===== src/rtl/div_operand_normalizer_pkg.sv =====
// ---------------------------------------------------------------------------
// div_operand_normalizer_pkg
// Shared definitions for the Goldschmidt divide front end:
//   - FSM state encoding (IDLE=0, NORM=1, ISSUE=2, WAIT=3, DONE=4)
//   - divider datapath width, exponent width, default watchdog limit
//   - helper that forms the signed rescale exponent from two shift amounts
// ---------------------------------------------------------------------------
package div_operand_normalizer_pkg;

  localparam int DIV_W              = 32;
  localparam int EXP_W              = 6;
  localparam int WAIT_LIMIT_DEFAULT = 16;
  localparam int WDOG_W             = 8;

  typedef enum logic [2:0] {
    ST_IDLE  = 3'd0,
    ST_NORM  = 3'd1,
    ST_ISSUE = 3'd2,
    ST_WAIT  = 3'd3,
    ST_DONE  = 3'd4
  } state_e;

  // Quotient rescale exponent: q(Q1.31) * 2^(sb - sa). Both shift amounts
  // are zero-extended before subtraction so the 6-bit result is a proper
  // two's complement value in -31..+31.
  function automatic logic [EXP_W-1:0] norm_exp(input logic [4:0] sb,
                                                input logic [4:0] sa);
    norm_exp = {1'b0, sb} - {1'b0, sa};
  endfunction

endpackage


===== src/rtl/div_operand_normalizer_lzc32.sv =====
// ---------------------------------------------------------------------------
// lzc32
// Combinational 32-bit leading-zero counter.
// Ports:
//   data_i   in  32  value to scan
//   count_o  out 5   number of leading zeros (0..31); 0 when data_i is zero
//   zero_o   out 1   data_i is all zeros (count_o is then meaningless)
// ---------------------------------------------------------------------------
module lzc32 (
  input  logic [31:0] data_i,
  output logic [4:0]  count_o,
  output logic        zero_o
);

  // Priority scan from LSB upward so the highest set bit wins last.
  always_comb begin
    count_o = 5'd0;
    zero_o  = (data_i == 32'd0);
    for (int i = 0; i < 32; i++) begin
      if (data_i[i]) begin
        count_o = 5'(31 - i);
      end else begin
        count_o = count_o;
      end
    end
  end

endmodule


===== src/rtl/div_operand_normalizer.sv =====
// ---------------------------------------------------------------------------
// div_operand_normalizer
// Front end of the Goldschmidt divide path. Captures an unsigned operand
// pair, normalises both into [0.5,1) Q0.32 by leading-zero shift, pulses
// div_start to the divider, waits (with watchdog) for div_ready and reports
// the exponent that rescales the quotient. Zero operands are resolved here
// and never reach the divider.
// Ports:
//   clk          in   1   clock, rising edge
//   clrn         in   1   asynchronous active-low reset
//   in_valid     in   1   operand pair valid
//   in_ready     out  1   operands accepted (high only in IDLE)
//   dividend     in   32  unsigned dividend
//   divisor      in   32  unsigned divisor
//   div_a        out  32  normalised dividend (MSB=1 when issued)
//   div_b        out  32  normalised divisor  (MSB=1 when issued)
//   div_start    out  1   one-cycle start pulse to divider
//   div_ready    in   1   divider result ready
//   res_valid    out  1   one-cycle pulse, result metadata valid
//   res_exp      out  6   signed exponent, quotient = q * 2^res_exp
//   res_zero     out  1   dividend was zero
//   res_dz       out  1   divisor was zero
//   res_timeout  out  1   divider did not answer within WAIT_LIMIT cycles
// WIDTH is fixed at 32 by the divider interface; WAIT_LIMIT is 8..255.
// ---------------------------------------------------------------------------
module div_operand_normalizer
  import div_operand_normalizer_pkg::*;
#(
  parameter int WIDTH      = DIV_W,
  parameter int WAIT_LIMIT = WAIT_LIMIT_DEFAULT
) (
  input  logic             clk,
  input  logic             clrn,
  input  logic             in_valid,
  output logic             in_ready,
  input  logic [WIDTH-1:0] dividend,
  input  logic [WIDTH-1:0] divisor,
  output logic [WIDTH-1:0] div_a,
  output logic [WIDTH-1:0] div_b,
  output logic             div_start,
  input  logic             div_ready,
  output logic             res_valid,
  output logic [EXP_W-1:0] res_exp,
  output logic             res_zero,
  output logic             res_dz,
  output logic             res_timeout
);

  localparam logic [WDOG_W-1:0] WAIT_LIMIT_C = WDOG_W'(WAIT_LIMIT);

  state_e             state_q, state_d;
  logic [WIDTH-1:0]   op_a_q, op_a_d;
  logic [WIDTH-1:0]   op_b_q, op_b_d;
  logic [WIDTH-1:0]   div_a_q, div_a_d;
  logic [WIDTH-1:0]   div_b_q, div_b_d;
  logic [EXP_W-1:0]   exp_q, exp_d;
  logic               zero_q, zero_d;
  logic               dz_q, dz_d;
  logic               to_q, to_d;
  logic               start_q, start_d;
  logic               valid_q, valid_d;
  logic               in_ready_q, in_ready_d;
  logic [WDOG_W-1:0]  wdog_q, wdog_d;

  logic [4:0]         sa_s, sb_s;
  logic               a_zero_s, b_zero_s;

  lzc32 u_lzc_a (
    .data_i  (op_a_q),
    .count_o (sa_s),
    .zero_o  (a_zero_s)
  );

  lzc32 u_lzc_b (
    .data_i  (op_b_q),
    .count_o (sb_s),
    .zero_o  (b_zero_s)
  );

  // Next-state, datapath and registered-output decode.
  always_comb begin
    state_d = state_q;
    op_a_d  = op_a_q;
    op_b_d  = op_b_q;
    div_a_d = div_a_q;
    div_b_d = div_b_q;
    exp_d   = exp_q;
    zero_d  = zero_q;
    dz_d    = dz_q;
    to_d    = to_q;
    wdog_d  = wdog_q;

    case (state_q)
      ST_IDLE: begin
        // in_ready_q gates acceptance so nothing is taken in the first
        // cycle after reset release, while in_ready still reads 0.
        if (in_valid && in_ready_q) begin
          op_a_d  = dividend;
          op_b_d  = divisor;
          zero_d  = 1'b0;
          dz_d    = 1'b0;
          to_d    = 1'b0;
          state_d = ST_NORM;
        end else begin
          state_d = ST_IDLE;
        end
      end

      ST_NORM: begin
        div_a_d = op_a_q << sa_s;
        div_b_d = op_b_q << sb_s;
        // Divide-by-zero outranks a zero dividend; neither path has a
        // meaningful exponent so it is reported as 0.
        if (b_zero_s) begin
          dz_d    = 1'b1;
          exp_d   = {EXP_W{1'b0}};
          state_d = ST_DONE;
        end else if (a_zero_s) begin
          zero_d  = 1'b1;
          exp_d   = {EXP_W{1'b0}};
          state_d = ST_DONE;
        end else begin
          exp_d   = norm_exp(sb_s, sa_s);
          state_d = ST_ISSUE;
        end
      end

      ST_ISSUE: begin
        wdog_d  = {WDOG_W{1'b0}};
        state_d = ST_WAIT;
      end

      ST_WAIT: begin
        // div_ready is never looked at in ISSUE: the divider's stale ready
        // from the previous operation is only cleared by the start edge.
        if (div_ready) begin
          state_d = ST_DONE;
        end else if ((wdog_q + 8'd1) == WAIT_LIMIT_C) begin
          wdog_d  = wdog_q + 8'd1;
          to_d    = 1'b1;
          state_d = ST_DONE;
        end else begin
          wdog_d  = wdog_q + 8'd1;
          state_d = ST_WAIT;
        end
      end

      ST_DONE: begin
        state_d = ST_IDLE;
      end

      default: begin
        state_d = ST_IDLE;
      end
    endcase

    // Strobes and in_ready are decoded from the next state so they appear
    // registered in the cycle the FSM occupies that state.
    start_d    = (state_d == ST_ISSUE);
    valid_d    = (state_d == ST_DONE);
    in_ready_d = (state_d == ST_IDLE);
  end

  // State, operand, result and watchdog registers.
  always_ff @(posedge clk or negedge clrn) begin
    if (!clrn) begin
      state_q    <= ST_IDLE;
      op_a_q     <= {WIDTH{1'b0}};
      op_b_q     <= {WIDTH{1'b0}};
      div_a_q    <= {WIDTH{1'b0}};
      div_b_q    <= {WIDTH{1'b0}};
      exp_q      <= {EXP_W{1'b0}};
      zero_q     <= 1'b0;
      dz_q       <= 1'b0;
      to_q       <= 1'b0;
      start_q    <= 1'b0;
      valid_q    <= 1'b0;
      in_ready_q <= 1'b0;
      wdog_q     <= {WDOG_W{1'b0}};
    end else begin
      state_q    <= state_d;
      op_a_q     <= op_a_d;
      op_b_q     <= op_b_d;
      div_a_q    <= div_a_d;
      div_b_q    <= div_b_d;
      exp_q      <= exp_d;
      zero_q     <= zero_d;
      dz_q       <= dz_d;
      to_q       <= to_d;
      start_q    <= start_d;
      valid_q    <= valid_d;
      in_ready_q <= in_ready_d;
      wdog_q     <= wdog_d;
    end
  end

  assign in_ready    = in_ready_q;
  assign div_a       = div_a_q;
  assign div_b       = div_b_q;
  assign div_start   = start_q;
  assign res_valid   = valid_q;
  assign res_exp     = exp_q;
  assign res_zero    = zero_q;
  assign res_dz      = dz_q;
  assign res_timeout = to_q;

endmodule

===== config.mk =====
export PLATFORM = sky130hd
export DESIGN_NAME = div_operand_normalizer
export DESIGN_NICKNAME = d
export VERILOG_FILES = /design/src/rtl/div_operand_normalizer_pkg.sv /design/src/rtl/div_operand_normalizer_lzc32.sv /design/src/rtl/div_operand_normalizer.sv
export SDC_FILE = /design/constraint.sdc
export NUM_CORES = 1
export LEC_CHECK = 0
export BUFFER_PORTS_ARGS = -buffer_cell sky130_fd_sc_hd__buf_2
export CAP_MARGIN = 10
export CORE_MARGIN = 1.5
export CORE_UTILIZATION = 63
export DETAILED_ROUTE_END_ITERATION = 6
export GPL_ROUTABILITY_DRIVEN = 0
export PLACE_DENSITY = 0.87
export SLEW_MARGIN = 20
export SYNTH_ARGS = -nofsm -noshare
export SYNTH_HDL_FRONTEND = slang
export SYNTH_SLANG_ARGS = --single-unit

===== constraint.sdc =====
create_clock -name clk -period 8.5 [get_ports clk]
set_input_delay 1.7 -clock clk [delete_from_list [all_inputs] [get_ports clk]]
set_output_delay 1.7 -clock clk [all_outputs]
set_load 0.01 [all_outputs]

==> impl_metrics.csv, run 1 <==
group,metric,value,unit
clocking,cts-buffers-inserted,17,
setup_path,worstSetupPathType,"flip-flop to flip-flop",
clocking,cts-hold-fix-buffers,0,
synthesis,yosysWarnings,0,
synthesis,yosys.area_share.xor_xnor,0.3674,%
synthesis,synth_seq_area_share,39.62,%
synthesis,synthAdderAreaFrac,0.9971,%
setup_path,critPathMaxFanout,33,
die,num_rows,44,
sta,finClkSkew,0.006332,ns
global_routing,grt_pass1_vias,8466,
die,io_pins,144,
job,drv_cap,0,
power,max-vdd-ir-drop,0.2457,mV
route,postRouteAntennaNets,0,
sta,hold_viol,0,
route,first_iter_violations,1113,
die,initial_core_util,65.12,%
outcome,status,"complete, but fails checks",
placement,dp_hpwl,19280,um
clocking,cts_buffer_depth,2,
synthesis,synth-compound-area-share,19.85,%
global_routing,antenna_found_initial,0,
synthesis,syn_area,9537,sq um
synthesis,synth_area_per_cell,8.592,sq um
sta,rsz0062_at_grt,"no",
global_routing,grt_start_max_net_pins,90,
clocking,insertion_delay,0.43,ns
route,wl_per_cell,19.23,um
placement,pre_cts_slack,4.492,ns
synthesis,netlist_instances,1110,
synthesis,synth-simple-area-share,20.99,%
clocking,numClockSinks,151,
setup_path,worst_path_max_delay_cell,"o311a_1",
sta,fin_crit,4.125,ns
sta,fin_hold_ws,0.4695,ns
worst_hold_path,min_path_type,"flip-flop to flip-flop",
clocking,post_cts_buffers,0,
route,vias_per_cell,6.472,
global_routing,grt_pass1_wl,44360,um
clocking,cts-root-buf,"clkbuf_16",
synthesis,syn-num-nets,1185,
synthesis,synth_cell_types,78,
sta,slew_violations,0,
synthesis,synth-edff-count,0,
clocking,cts_tree,"yes",
die,die_x,126.0,um
layout,final_nets,1291,
setup_path,crit_path_end_kind,"flip-flop",
clocking,cts_max_level,4,
layout,antenna_cells,0,
die,die_y,126.0,um
global_routing,grt_overflow,0,
sta,slew_headroom,29.40,%
placement,port_buffers,143,
die,die-area,15880,sq um
setup_path,cpMostUsedCell,"a21o_1",
setup_path,arrival,4.49,ns
sta,fmax,242.4,MHz
synthesis,synth_top_family_by_area,"simple AND/OR/NAND/NOR gates",
power,power_density,509.9,nW/um^2
setup_path,required,8.86,ns
synthesis,postSynth.asyncResetShare,100.0,%
global_routing,grt_use_total,35.02,%
clocking,ctsResizeCount,0,
layout,final_layout_size_suffix_gt1_share,18.14,%
setup_path,cp-start-kind,"flip-flop",
route,wirelength,27170,um
sta,fin_tns_setup,0,ns
layout,area_growth,13.89,%
sta,timing.final.ws_setup,4.375,ns
synthesis,synth-main-ff-cell,"dfrtp_1",
synthesis,ys_seq_elements,151,
setup_path,cpPeakStageDelay,0.77,ns
route,dr.pass1.iters,7,
power,power.leakage,5.342,nW
sta,tightest_slew,1.059,ns
setup_path,crit_chain,"nor4_1 -> nor2b_1 -> nor2_1 -> nor3_1 -> o311a_1 -> inv_1 -> ha_1 -> a21o_1 -> a21o_1 -> a21oi_1 -> a22o_1",
route,via_count,9145,
sta,fin_crit_sh,48.53,%
outcome,violations,"DRC",
synthesis,synth.area.mux_share,13.57,%
die,design.core.area,14640,sq um
sta,setup_violations,0,
route,route.detailed.drc,14,
clocking,clk_pin_slew,0.06,ns
-- per-stage QoR --
step                cell area (sq um)  utilization (%)  total power, mW  instances
finish                          10860            74.17            5.538       1413
floorplan                        9537                -            3.757       1110
CTS                             10860            74.17            5.426       1413
global route                    10860            74.17            5.870       1413
detailed placement              10280            70.17            4.633       1381
global placement                10280            70.17            4.529       1381
-- area by class of cell --
cell class | instances | area [sq um]
fillers | 1080 | 3782
flip-flops and latches | 151 | 3779
clock buffers | 23 | 488.0
inverters | 35 | 131.4
repair buffers | 152 | 789.5
clock inverters | 9 | 97.59
well taps | 184 | 230.2
multi-input cells | 859 | 5346
-- layout by cell type (no fill, tap or decap), types with 7 or more instances in the layout --
cell,count
nand2b_1,17
a31oi_1,10
nor2b_1,8
o21ai_0,73
nand2_1,254
a32o_1,8
mux2i_1,109
mux2_2,16
a211oi_1,8
nor4_1,12
clkbuf_16,17
o221ai_1,7
a21o_1,8
inv_1,34
o211ai_1,8
buf_2,142
buf_4,9
nor2_1,81
a21oi_1,52
nand3_1,14
dfrtp_1,151
a22o_1,14
and3_1,8
nor3_1,23
-- critical path: cells and delay by family, from the launching register on --
| kind | cells | cell delay [ns] |
|---|---|---|
| buf+inv | 1 | 0.73 |
| compound gates | 5 | 1.48 |
| simple gates | 4 | 0.84 |
| flops | 1 | 0.43 |
| fa+ha+maj | 1 | 0.56 |
-- logic make-up after synthesis --
kind of cell / Yosys count
and+or+nand+nor: 451
AOI/OAI and AO/OA: 271
xor gates and xnor gates: 4
DFF: 151
buffers and inverters: 100
muxes: 126
adders and majority gates: 7
-- registers in the layout, indices dropped and copies added (netlist names) --
name         count
res_valid        1
div_a           32
res_zero         1
div_start        1
state_q          3
in_ready         1
res_exp          6
div_b           32
op_a_q          32
op_b_q          32
wdog_q           8
res_timeout      1
res_dz           1
-- power breakdown --
part           internal, mW  switching [mW]  leakage [nW]  total [mW]
Combinational          1.30            2.09          3.15        3.39
Sequential             1.03           0.369          1.90        1.40
Clock                 0.460           0.287         0.292       0.746
-- Yosys cell counts, drive strengths merged (7+ instances only) --
cell	n	share of area, %
a211oi	10	0.89
a21o	8	0.63
a21oi	52	2.7
a22o	14	1.3
a31oi	10	0.66
a32o	8	0.84
and3	8	0.52
buf	22	1.5
clkbuf	43	1.7
dfrtp	151	40
inv	35	1.4
mux2	16	1.9
mux2i	109	11
nand2	255	10
nand2b	17	1.1
nand3	14	0.73
nor2	82	3.2
nor2b	9	0.67
nor3	23	1.2
nor4	15	1.3
o211ai	8	0.63
o21ai	74	3.9
o221ai	8	0.80
or3	7	0.51
-- per-layer routing --
metal | up-vias | global-route usage, % | routed length, um
li1 | 4186 | - | -
met3 | 60 | 7.222 | 2921
met1 | 4323 | 53.37 | 12240
met4 | 0 | 11.22 | 585
met5 | - | 0 | 0
met2 | 576 | 50.10 | 11420
-- final timing paths --
check                          start    endpoint  slack [ns]  depth (start not counted)
max                        op_a_q[5]  res_exp[5]        4.37                         11
min                         div_b[8]    div_b[8]        0.47                          2
max reg2reg                op_a_q[5]  res_exp[5]        4.37                         11
min reg2reg                 div_b[8]    div_b[8]        0.47                          2
max in group asynchronous       clrn  op_a_q[10]        5.88                          2
min in group asynchronous       clrn   div_b[26]        1.34                          1
Power figures use the tool's default switching activity.
==> run 2, diff against run 1 <==
Settings changed: CORE_UTILIZATION 63 to 52, PLACE_DENSITY 0.87 to 0.77.
Clock period 8.5 ns to 3.6 ns, I/O delays scaled along.
==> impl_metrics.csv, run 2 (same netlist as run 1, synthesis figures left out) <==
group,metric,value,unit
layout,layout_common_cells,"nand2_1, dfrtp_1, buf_2",
die,die_x,138.4,um
sta,hold_viol,0,
global_routing,grt_pass1_vias,8655,
sta,fmax,303.9,MHz
clocking,cts-root-buf,"clkbuf_16",
power,p_sw_share,49.43,%
route,first_iter_violations,904,
setup_path,critPathMaxFanout,28,
clocking,numClockSinks,151,
sta,fin_tns_setup,0,ns
sta,slew_violations,0,
layout,final_common_cell,"nand2_1",
sta,fin_crit_sh,91.41,%
power,finalPower,13.34,mW
layout,final_layout_size_suffix_gt1_share,20.30,%
route,wl_per_cell,18.67,um
sta,setup_violations,0,
route,route.detailed.drc,0,
clocking,clk_pin_slew,0.07,ns
power,p_comb_share,61.9,%
outcome,status,"complete, no violations",
global_routing,grt_overflow,0,
route,dr.pass1.iters,5,
sta,tightest_slew,0.6981,ns
power,power_density,1192,nW/um^2
global_routing,antenna_found_initial,0,
die,die-area,19160,sq um
clocking,cts_buffer_depth,2,
die,io_pins,144,
job,drv_cap,0,
clocking,cts-buffers-inserted,17,
sta,rsz0062_at_grt,"no",
setup_path,arrival,3.61,ns
setup_path,required,3.92,ns
die,design.core.area,17960,sq um
die,num_rows,49,
layout,area_growth,17.33,%
power,sequentialPowerShare,24.4,%
layout,final_nets,1323,
power,p_switching,6.595,mW
power,max-vdd-ir-drop,0.5395,mV
route,postRouteAntennaNets,0,
setup_path,cp-start-kind,"flip-flop",
die,die_y,138.4,um
route,vias_per_cell,6.134,
global_routing,grt_pass1_wl,45770,um
global_routing,grt_start_max_net_pins,75,
setup_path,crit_path_end_kind,"flip-flop",
clocking,cts_tree,"yes",
placement,dp_cells,1456,
power,p_int,6.746,mW
clocking,insertion_delay,0.44,ns
worst_hold_path,min_path_type,"primary input to async pin",
layout,antenna_cells,0,
die,initial_core_util,53.09,%
sta,fin_crit,3.291,ns
sta,finClkSkew,0.01337,ns
power,power.leakage,5.498,nW
route,wirelength,27820,um
power,power_frac_clock,13.8,%
layout,utilization,62.29,%
placement,port_buffers,143,
layout,layout.cells.non_filler,1490,
sta,slew_headroom,53.46,%
global_routing,grt_use_total,29.36,%
setup_path,worstSetupPathType,"flip-flop to flip-flop",
placement,dp_hpwl,20240,um
clocking,cts_max_level,4,
route,via_count,9140,
[run 2: changes by cell type in the layout (fill, tap and decap cells not counted), sizes merged]
cell,previous run,this run
buf,152,184
clkbuf,23,18
clkinv,6,3
clkinvlp,1,3
inv,35,41
[run 2: final timing paths]
kind	endpoint	slack, ns	cells past startpoint	startpoint
setup / recovery	div_b[28]	0.31	9	op_b_q[24]
hold reg to reg	div_b[1]	0.48	2	div_b[1]
min in group clk	op_a_q[21]	0.46	3	dividend[21]
hold / removal	div_b[26]	0.29	1	clrn
setup reg to reg	div_b[28]	0.31	9	op_b_q[24]
max in group asynchronous	div_b[24]	2.57	2	clrn
[run 2: area by class of cell]
cell class,instances,area [sq um]
well taps,229,286.5
multi-input cells,859,5346
fillers,1533,6774
inverters,35,131.4
flip-flops and latches,151,3779
clock inverters,14,162.7
clock buffers,18,429.2
repair buffers,184,1055
[run 2: power groups by stage]
stage	registers, mW	clock network [mW]	logic, mW
finish	3.25	1.84	8.25
global route	3.33	1.91	8.93
CTS	3.21	1.85	8.06
detailed placement	3.23	0	7.97
global placement	3.21	0	7.81
floorplan	3.17	0	5.70
[run 2: what timing repair did]
| item | in CTS | in global routing |
|---|---|---|
| resized for setup | 0 | 0 |
| buffers inserted | 0 | 2 |
| setup endpoints to repair | 0 | 8 |
| hold buffers | 0 | 0 |
[run 2: routing by layer]
layer	track usage [%]	wire length, um
met2	44.17	12330
met4	11.14	770
met1	42.48	12670
met3	5.023	2054
met5	0	0
[run 2: worst max-delay path, cell delays in order (launching register included)]
cell and delay, ns:
dfrtp_1 0.46, nor4_4 0.32, o311ai_1 0.24, a311o_1 0.51
nand2_8 0.26, mux2i_1 0.40, mux2i_1 0.17, mux2i_1 0.41
o221a_2 0.32, o22ai_1 0.08
[run 2: per-stage QoR]
step	hold WS (ns)	worst slack [ns]	area (sq um)
after floorplan	0.4244	0.4985	9537
after global placement	0.4593	0.3368	10580
after detailed placement	0.4678	0.2133	10580
after CTS	0.3286	0.1339	11170
after global routing	0.3516	0.2399	11190
final	0.2914	0.3093	11190
